==> src/rtl/stim_gen_pkg.sv <==
// Shared encodings for the stim_gen address/data stimulus generator.
`timescale 1ns/1ps
package stim_gen_pkg;

   localparam logic [1:0] MODE_INCR  = 2'd0;
   localparam logic [1:0] MODE_DECR  = 2'd1;
   localparam logic [1:0] MODE_LFSR  = 2'd2;
   localparam logic [1:0] MODE_CONST = 2'd3;

   typedef enum logic [1:0] {IDLE, RUN, FIN} state_e;

   localparam logic [31:0] DEF_LFSR_POLY = 32'h8020_0003;

   // Channel index width; a single channel still gets a 1-bit index.
   function automatic int ch_bits(input int n);
      return (n > 1) ? $clog2(n) : 1;
   endfunction

endpackage

==> src/rtl/stim_lfsr.sv <==
// Single-step right-shifting Galois LFSR next-state function.
`timescale 1ns/1ps
module stim_lfsr #(
   parameter int               WIDTH = 32,
   parameter logic [WIDTH-1:0] POLY  = WIDTH'(32'h8020_0003)
) (
   input  logic [WIDTH-1:0] cur,
   output logic [WIDTH-1:0] nxt
);

   assign nxt = (cur >> 1) ^ (cur[0] ? POLY : '0);

endmodule

==> src/rtl/stim_gen.sv <==
// Multi-channel round-robin address/data stimulus generator on a valid/ready stream.
// Define STIM_GEN_STALL_EN to insert pseudo-random bubbles before out_valid rises.
`timescale 1ns/1ps
module stim_gen
   import stim_gen_pkg::*;
#(
   parameter int          DATA_WIDTH  = 32,
   parameter int          ADDR_WIDTH  = 32,
   parameter int          NUM_CH      = 4,
   parameter int          COUNT_WIDTH = 16,
   parameter int          ADDR_STEP   = 1,
   parameter logic [31:0] LFSR_POLY   = DEF_LFSR_POLY
) (
   input  logic                        sys_clk,
   input  logic                        sys_rst,
   input  logic                        start,
   input  logic [1:0]                  cfg_mode,
   input  logic [ADDR_WIDTH-1:0]       cfg_base_addr,
   input  logic [DATA_WIDTH-1:0]       cfg_seed,
   input  logic [COUNT_WIDTH-1:0]      cfg_count,
   output logic                        busy,
   output logic                        done,
   output logic                        out_valid,
   input  logic                        out_ready,
   output logic [ch_bits(NUM_CH)-1:0]  out_ch,
   output logic [ADDR_WIDTH-1:0]       out_addr,
   output logic [DATA_WIDTH-1:0]       out_data,
   output logic                        out_last
);

   localparam int CH_W   = ch_bits(NUM_CH);
   localparam int BEAT_W = COUNT_WIDTH + $clog2(NUM_CH) + 1;

   state_e                              state_q, state_d;
   logic                                launch_q;
   logic [1:0]                          mode_q;
   logic [BEAT_W-1:0]                   total_q, beat_q;
   logic [CH_W-1:0]                     ch_q;
   logic [NUM_CH-1:0][ADDR_WIDTH-1:0]   addr_q, addr_nxt;
   logic [NUM_CH-1:0][DATA_WIDTH-1:0]   data_q, data_nxt, lfsr_nxt, seed_init;
   logic                                last_beat, accept, run_gate;

   for (genvar c = 0; c < NUM_CH; c++) begin : g_ch
      stim_lfsr #(.WIDTH(DATA_WIDTH), .POLY(DATA_WIDTH'(LFSR_POLY))) u_lfsr (
         .cur (data_q[c]),
         .nxt (lfsr_nxt[c])
      );

      // An LFSR seed of zero would lock up, so it is promoted to 1.
      assign seed_init[c] = (cfg_mode != MODE_LFSR) ? cfg_seed + DATA_WIDTH'(c) :
                            ((cfg_seed ^ DATA_WIDTH'(c)) == '0) ? DATA_WIDTH'(1) :
                            (cfg_seed ^ DATA_WIDTH'(c));

      assign addr_nxt[c] = (mode_q == MODE_DECR) ? addr_q[c] - ADDR_WIDTH'(ADDR_STEP)
                                                 : addr_q[c] + ADDR_WIDTH'(ADDR_STEP);

      assign data_nxt[c] = (mode_q == MODE_INCR) ? data_q[c] + DATA_WIDTH'(1) :
                           (mode_q == MODE_DECR) ? data_q[c] - DATA_WIDTH'(1) :
                           (mode_q == MODE_LFSR) ? lfsr_nxt[c] : data_q[c];
   end

`ifdef STIM_GEN_STALL_EN
   logic [15:0] stall_q, stall_nxt;
   logic        held_q;

   stim_lfsr #(.WIDTH(16), .POLY(16'hB400)) u_stall (
      .cur (stall_q),
      .nxt (stall_nxt)
   );

   always_ff @(posedge sys_clk) begin
      if (sys_rst) begin
         stall_q <= 16'hACE1;
         held_q  <= 1'b0;
      end else begin
         stall_q <= stall_nxt;
         held_q  <= out_valid && !out_ready;
      end
   end

   // A pending beat is never withdrawn; bubbles only delay the rise of valid.
   assign run_gate = held_q || !stall_q[0];
`else
   assign run_gate = 1'b1;
`endif

   assign last_beat = (beat_q == total_q - BEAT_W'(1));
   assign accept    = out_valid && out_ready;

   always_comb begin
      state_d   = state_q;
      busy      = 1'b0;
      done      = 1'b0;
      out_valid = 1'b0;
      out_last  = 1'b0;
      out_ch    = '0;
      out_addr  = '0;
      out_data  = '0;
      case (state_q)
         IDLE: if (launch_q) state_d = (total_q == '0) ? FIN : RUN;
         RUN: begin
            busy      = 1'b1;
            out_valid = run_gate;
            out_ch    = ch_q;
            out_addr  = addr_q[ch_q];
            out_data  = data_q[ch_q];
            out_last  = last_beat;
            if (out_valid && out_ready && last_beat) state_d = FIN;
         end
         FIN: begin
            done    = 1'b1;
            state_d = IDLE;
         end
         default: state_d = IDLE;
      endcase
   end

   // Config is captured on the start edge; the following IDLE cycle launches the run.
   always_ff @(posedge sys_clk) begin
      if (sys_rst) begin
         state_q  <= IDLE;
         launch_q <= 1'b0;
         mode_q   <= MODE_INCR;
         total_q  <= '0;
         beat_q   <= '0;
         ch_q     <= '0;
         addr_q   <= '0;
         data_q   <= '0;
      end else begin
         state_q <= state_d;
         case (state_q)
            IDLE: begin
               if (launch_q) begin
                  launch_q <= 1'b0;
               end else if (start) begin
                  launch_q <= 1'b1;
                  mode_q   <= cfg_mode;
                  total_q  <= BEAT_W'(cfg_count) * BEAT_W'(NUM_CH);
                  beat_q   <= '0;
                  ch_q     <= '0;
                  data_q   <= seed_init;
                  for (int c = 0; c < NUM_CH; c++) addr_q[c] <= cfg_base_addr;
               end
            end
            RUN: begin
               if (accept) begin
                  beat_q <= beat_q + BEAT_W'(1);
                  ch_q   <= (ch_q == CH_W'(NUM_CH - 1)) ? '0 : ch_q + CH_W'(1);
                  for (int c = 0; c < NUM_CH; c++) begin
                     if (ch_q == CH_W'(c)) begin
                        addr_q[c] <= addr_nxt[c];
                        data_q[c] <= data_nxt[c];
                     end
                  end
               end
            end
            default: ;
         endcase
      end
   end

endmodule

==> config.mk <==
export PLATFORM = sky130hd
export DESIGN_NAME = stim_gen
export DESIGN_NICKNAME = d
export VERILOG_FILES = /design/src/rtl/stim_gen_pkg.sv /design/src/rtl/stim_lfsr.sv /design/src/rtl/stim_gen.sv
export SDC_FILE = /design/constraint.sdc
export NUM_CORES = 2
export LEC_CHECK = 0
export CAP_MARGIN = 15
export CELL_PAD_IN_SITES_DETAIL_PLACEMENT = 2
export CELL_PAD_IN_SITES_GLOBAL_PLACEMENT = 2
export CORE_AREA = 3 3 304 276
export CTS_CLUSTER_DIAMETER = 30
export DETAILED_ROUTE_END_ITERATION = 12
export DIE_AREA = 0 0 307 279
export MAX_ROUTING_LAYER = met4
export PLACE_DENSITY = 0.88
export SLEW_MARGIN = 20
export SYNTH_ARGS = -nofsm -noshare
export SYNTH_HDL_FRONTEND = slang
export SYNTH_SLANG_ARGS = --single-unit
==> constraint.sdc <==
create_clock -name sys_clk -period 14.2 [get_ports sys_clk]
set_input_delay 2.84 -clock sys_clk [delete_from_list [all_inputs] [get_ports sys_clk]]
set_output_delay 2.84 -clock sys_clk [all_outputs]
set_load 0.03 [all_outputs]
Word-level counts from Yosys, hierarchy flattened
Cells that the tools add are included.
{"block": "totals", "word_cells": 155, "register_bits": 298}
{"block": "classes", "muxes": 69, "eq_ne": 19, "n_bitwise": 8, "add_sub_neg": 22, "n_lt_le_gt_ge": 1, "n_reduce_logical": 22}
{"op": "32-bit two-way mux", "n": 40}
{"op": "128-bit two-way mux", "n": 6}
{"op": "128-bit one-hot mux with 2 select lines", "n": 2}
{"op": "32-bit by 1-bit adder with 32-bit output (second input constant)", "n": 9}
{"op": "32-bit by 1-bit subtractor with 32-bit output (second input constant)", "n": 8}
{"op": "32-bit binary-select mux with 2-bit select", "n": 2}
{"op": "32-bit logical NOT", "n": 4}
{"op": "31-bit by 32-bit bitwise XOR with 32-bit output", "n": 4}
{"op": "32-bit by 2-bit adder with 32-bit output (second input constant)", "n": 2}
{"op": "19-bit two-way mux", "n": 3}
{"op": "19-bit one-hot mux with 2 select lines", "n": 1}
{"op": "6-bit AND reduction", "n": 4}
{"op": "2-bit inequality test (second input constant)", "n": 10}
{"op": "5-bit AND reduction", "n": 4}
{"op": "19-bit by 1-bit adder with 19-bit output (second input constant)", "n": 1}
{"op": "19-bit equality test", "n": 1}
{"op": "19-bit logical NOT", "n": 1}
{"op": "18-bit by 1-bit subtractor with 19-bit output (second input constant)", "n": 1}
{"op": "2-bit two-way mux", "n": 8}
{"op": "2-bit equality test (second input constant)", "n": 4}
{"op": "2-bit one-hot mux with 2 select lines", "n": 2}
{"op": "2-bit by 1-bit equality test with 1-bit output (second input constant)", "n": 3}
{"op": "2-bit logical NOT", "n": 3}
{"op": "1-bit two-way mux", "n": 5}
{"op": "other kinds (10)", "n": 13}

Depth between registers and ports, before layout
{"block": "logic_depth", "depth_word": 8, "ltp_mapped": 16, "mapped_depth_nobuf": 14}

Hierarchy
From an unflattened synthesis, not the netlist that was laid out.
{"block": "unflattened", "hier_cells": 3998, "hier_area_um2": 29258.1}
{"mod": "stim_gen", "n_inst": 1, "area_per_inst_um2": 28282.1, "seq_area_each_um2": 5965.7, "cells_per_inst": 3870}
{"mod": "stim_lfsr", "n_inst": 4, "area_per_inst_um2": 244.0, "seq_area_each_um2": 0.0, "cells_per_inst": 32}

Worst setup path before layout
No wires, ideal clock.
{"block": "synth_path", "path_type": "reg2reg", "start": "reg mode_q[1]", "end": "reg addr_q[127] in the netlist's numbering", "t_arrival_ps": 6619, "stages_incl_launch_ff": 16, "setup_slack_ps": 7447, "period_less_slack_ps": 6753, "n_path_buf": 1, "t_required_ps": 14066, "path_cell_list": "dfxtp_1 -> inv_1 -> nand2_1 -> inv_2 -> clkbuf_1 -> ha_1 -> a21oi_1 -> o21ai_0 -> a21bo_2 -> a211o_1 -> o211a_1 -> or4b_2 -> a41oi_1 -> xnor2_1 -> o31ai_1 -> a31oi_1"}
{"block": "synth_between", "elab_chain_cells": 5}
{"item": "start, declared", "line": "stim_gen.sv:36", "rtl": "logic [1:0] mode_q;"}
{"item": "start signal, assigned", "line": "stim_gen.sv:137", "rtl": "mode_q <= cfg_mode;"}
{"item": "2-bit by 1-bit equality test with 1-bit output", "line": "stim_gen.sv:54", "rtl": "assign addr_nxt[c] = (mode_q == MODE_DECR) ? addr_q[c] - ADDR_WIDTH'(ADDR_STEP)"}
{"item": "32-bit two-way mux", "line": "stim_gen.sv:54"}
{"item": "32-bit two-way mux", "line": "stim_gen.sv:150", "rtl": "if (ch_q == CH_W'(c)) begin"}
{"item": "128-bit two-way mux", "line": "stim_gen.sv:146", "rtl": "if (accept) begin"}
{"item": "128-bit one-hot mux with 2 select lines", "line": "stim_gen.sv:131", "rtl": "case (state_q)"}
{"item": "end signal, assigned by index", "line": "stim_gen.sv:151", "rtl": "addr_q[c] <= addr_nxt[c];"}
{"item": "end, declared", "line": "stim_gen.sv:39", "rtl": "logic [NUM_CH-1:0][ADDR_WIDTH-1:0] addr_q, addr_nxt;"}
No other way between the ends. The select of a mux whose other input is x is not followed.
A chain may end at the register's enable or synchronous reset.

Worst setup path in the final report
{"block": "layout_path", "start": "reg state_q[1]", "end": "out out_data[17]"}
{"block": "layout_between", "elab_chain_cells": 2}
{"item": "start, declared", "line": "stim_gen.sv:34", "rtl": "state_e state_q, state_d;"}
{"item": "start signal, assigned", "line": "stim_gen.sv:130", "rtl": "state_q <= state_d;"}
{"item": "2-bit by 1-bit equality test with 1-bit output", "line": "stim_gen.sv:99", "rtl": "case (state_q)"}
{"item": "32-bit two-way mux", "line": "stim_gen.sv:99"}
{"item": "end, declared", "line": "stim_gen.sv:27", "rtl": "output logic [DATA_WIDTH-1:0] out_data,"}
No other way between the ends.

==> impl_metrics.py <==
metrics = {
    "clock_tree": {
        "cts_max_level": 3,
        "clock_sinks": 298,
        "clock_latency_ns": 0.72,
        "cts_tree": "done",
        "cts_setup_buffers": 0,
        "ctsHoldBuffers": 0,
        "clkTransAtPathRegs_ns": 0.05,
        "cts.repair.resized": 0,
        "cts_root_buf": "clkbuf_16",
        "cts_made_buffers": 103,
        "clock_path_buffers": 3,
    },
    "detailed_routing": {
        "drtIter0Drc": 4905,
        "routed_wl_um": 175200,
        "vias_per_cell": 7.158,
        "drtPass1Iterations": 8,
        "wire_per_inst_um": 34.93,
        "drtAntennaViolNets": 0,
        "drc": 0,
        "dr_total_vias": 35900,
    },
    "layout": {
        "layout_common_cells": "nand2_1, a21oi_1, nor2_1",
        "final_layout_size_suffix_gt1_share_pct": 8.183,
        "fin_nets": 4090,
        "final_area_um2": 33880,
        "area_growth_pct": 20.18,
        "multi_input_area_um2": 20780,
        "area.sequential_um2": 5981,
        "final_common_cell": "nand2_1",
        "nFillCells": 8938,
    },
    "floorplanning": {
        "die_y_um": 279,
        "die_w_um": 307,
        "pin_count": 156,
        "initial_core_util_pct": 34.86,
        "die-area_um2": 85650,
        "rows": 99,
        "core_um2": 80890,
    },
    "timing": {
        "hold_viol": 0,
        "finalSetupViolCount": 0,
        "tightest_slew_ns": 1.259,
        "relSlewSlack_pct": 15.27,
        "min_period_ns": 7.099,
        "maxSlewViolCount": 0,
        "setup_tns_ns": 0,
        "hold_slack_ns": 0.4933,
        "skew_ns": 0.08996,
        "fin_crit_sh_pct": 49.99,
        "timing.fmax_mhz": 140.9,
        "grt_setup_unrepaired": "no",
    },
    "worst_setup_path": {
        "path_max_fanout": 134,
        "arrival_ns": 4.26,
        "critPathLaunch": "state_q[1]",
        "start_kind": "flip-flop",
        "crit_slowest_cell": "inv_8",
        "cp.required_ns": 11.36,
        "crit_type": "flip-flop to output pin",
        "cp-endpoint": "out_data[17]",
        "r2r-start": "mode_q[1]",
        "slowest_delay_ns": 0.82,
        "r2r_setup_slack_ns": 7.18,
        "r2r_end": "addr_q[93]",
        "worstRegToRegCells": 17,
        "worst_setup_path_end_kind": "output pin",
        "crit_chain": "nand2b_4, inv_8, buf_12, and2_1, clkdlybuf4s50_1",
    },
    "global_routing": {
        "grt_max_degree": 135,
        "grt_usage_pct": 39.20,
        "antenna_found_initial": 17,
        "grt_pass1_wl_um": 253400,
        "overflow": 0,
        "grt_pass1_vias": 38370,
    },
    "logic_synthesis": {
        "avgSynthCellArea_um2": 7.261,
        "ys.flop_type": "dfxtp_1",
        "mappedNetlistNets": 4115,
        "yosysTopAreaCell": "dfxtp_1",
        "synth_cell_types": 87,
        "yosys_warnings": 0,
        "synth-edff-count": 0,
        "synthCells": 3883,
        "synth_area_leaders": "dfxtp_1, nand2_1, ha_1",
        "synth-seq-cells": 298,
        "yosysSeqAreaShare_pct": 21.16,
        "syn_area_um2": 28190,
        "async_reset_ff_share_pct": 0,
        "yosysTopAreaCellShare_pct": 21.16,
    },
    "worst_hold_path": {
        "min_path_cells": 2,
        "hold_class": "flip-flop to flip-flop",
        "worstHoldStart": "addr_q[31]",
    },
    "placement": {
        "dpl_cell_area_um2": 30210,
        "portBuffers": 155,
        "routabilityCongestion": 0.9210,
        "dpl.hpwl_um": 95810,
    },
    "pwr": {
        "powerDensity_nw_per_um2": 162.0,
        "finalPower_uw": 5488,
        "ir_drop_mv": 0.09381,
        "p_leak_uw": 0.01240,
    },
    "job": {
        "drv_cap": 0,
    },
    "status": {
        "outcome": "finished clean",
    },
}
[critical path: cells and delay by family, from the launching register on]
family	cells	cell delay, ns
buffers and inverters	3	2.01
AND/OR/NAND/NOR	2	0.87
flip-flops	1	0.45
[per-layer routing]
layer | share of wire (%) | track usage, %
met4 | 8.0 | 24.66
met3 | 11 | 10.60
met1 | 37 | 45.50
met2 | 44 | 60.11
met5 | 0 | -
[power breakdown]
part | leakage, µW | switching [µW] | total [µW] | internal [µW]
clock | 0.00176 | 782 | 2430 | 1640
sequential | 0.00246 | 306 | 1270 | 967
combinational | 0.00819 | 1210 | 1790 | 575
[sequential cells by signal, summed over array words and instances (netlist names)]
register,count
beat_q,19
state_q,2
total_q,16
launch_q,1
mode_q,2
data_q,128
ch_q,2
addr_q,128
[through the flow]
stage | setup slack (ns) | instances | utilization (%)
finish | 7.101 | 5016 | 41.89
global route | 7.050 | 5016 | 41.89
CTS | 7.214 | 4995 | 41.81
detailed placement | 7.542 | 4813 | 37.35
global placement | 7.722 | 4813 | 37.35
floorplan | 7.447 | 3883 | -
[area by class of cell]
cell class | instances | share of cell area [%]
clock inverter | 27 | 1.540
timing repair buffer | 197 | 5.558
antenna | 21 | 0.1551
clock buffer | 155 | 9.099
tap | 1060 | 3.914
multi-input combinational | 3194 | 61.34
sequential | 298 | 17.65
inverter | 64 | 0.7386
[how the worst min path moves through the flow]
stage,end,slack [ns]
3_3_place_gp,addr_q[31],0.46
5_1_grt,addr_q[31],0.52
2_1_floorplan,addr_q[31],0.43
3_5_place_dp,addr_q[31],0.47
6_report,addr_q[31],0.49
4_1_cts,addr_q[31],0.50
[cells in the mapped netlist, drive strengths merged (59+ instances only)]
master	n
nand2	534
o211ai	140
a21oi	341
nand4	59
ha	142
clkbuf	283
nand3	114
and2	86
xor2	155
a211oi	64
dfxtp	298
inv	64
xnor2	179
mux4	64
nor3	110
nor2	307
o21ai	256
a31oi	88
[cell families after synthesis]
logic type      after synthesis  share of synthesized area, %
compound gates             1170                         26.21
buf+inv                     391                         5.330
simple gates               1468                         24.80
flops                       298                         21.16
fa+ha+maj                   146                         6.586
mux                          76                         5.539
xor+xnor                    334                         10.38
No activity file was read; power rests on OpenSTA's default activity.
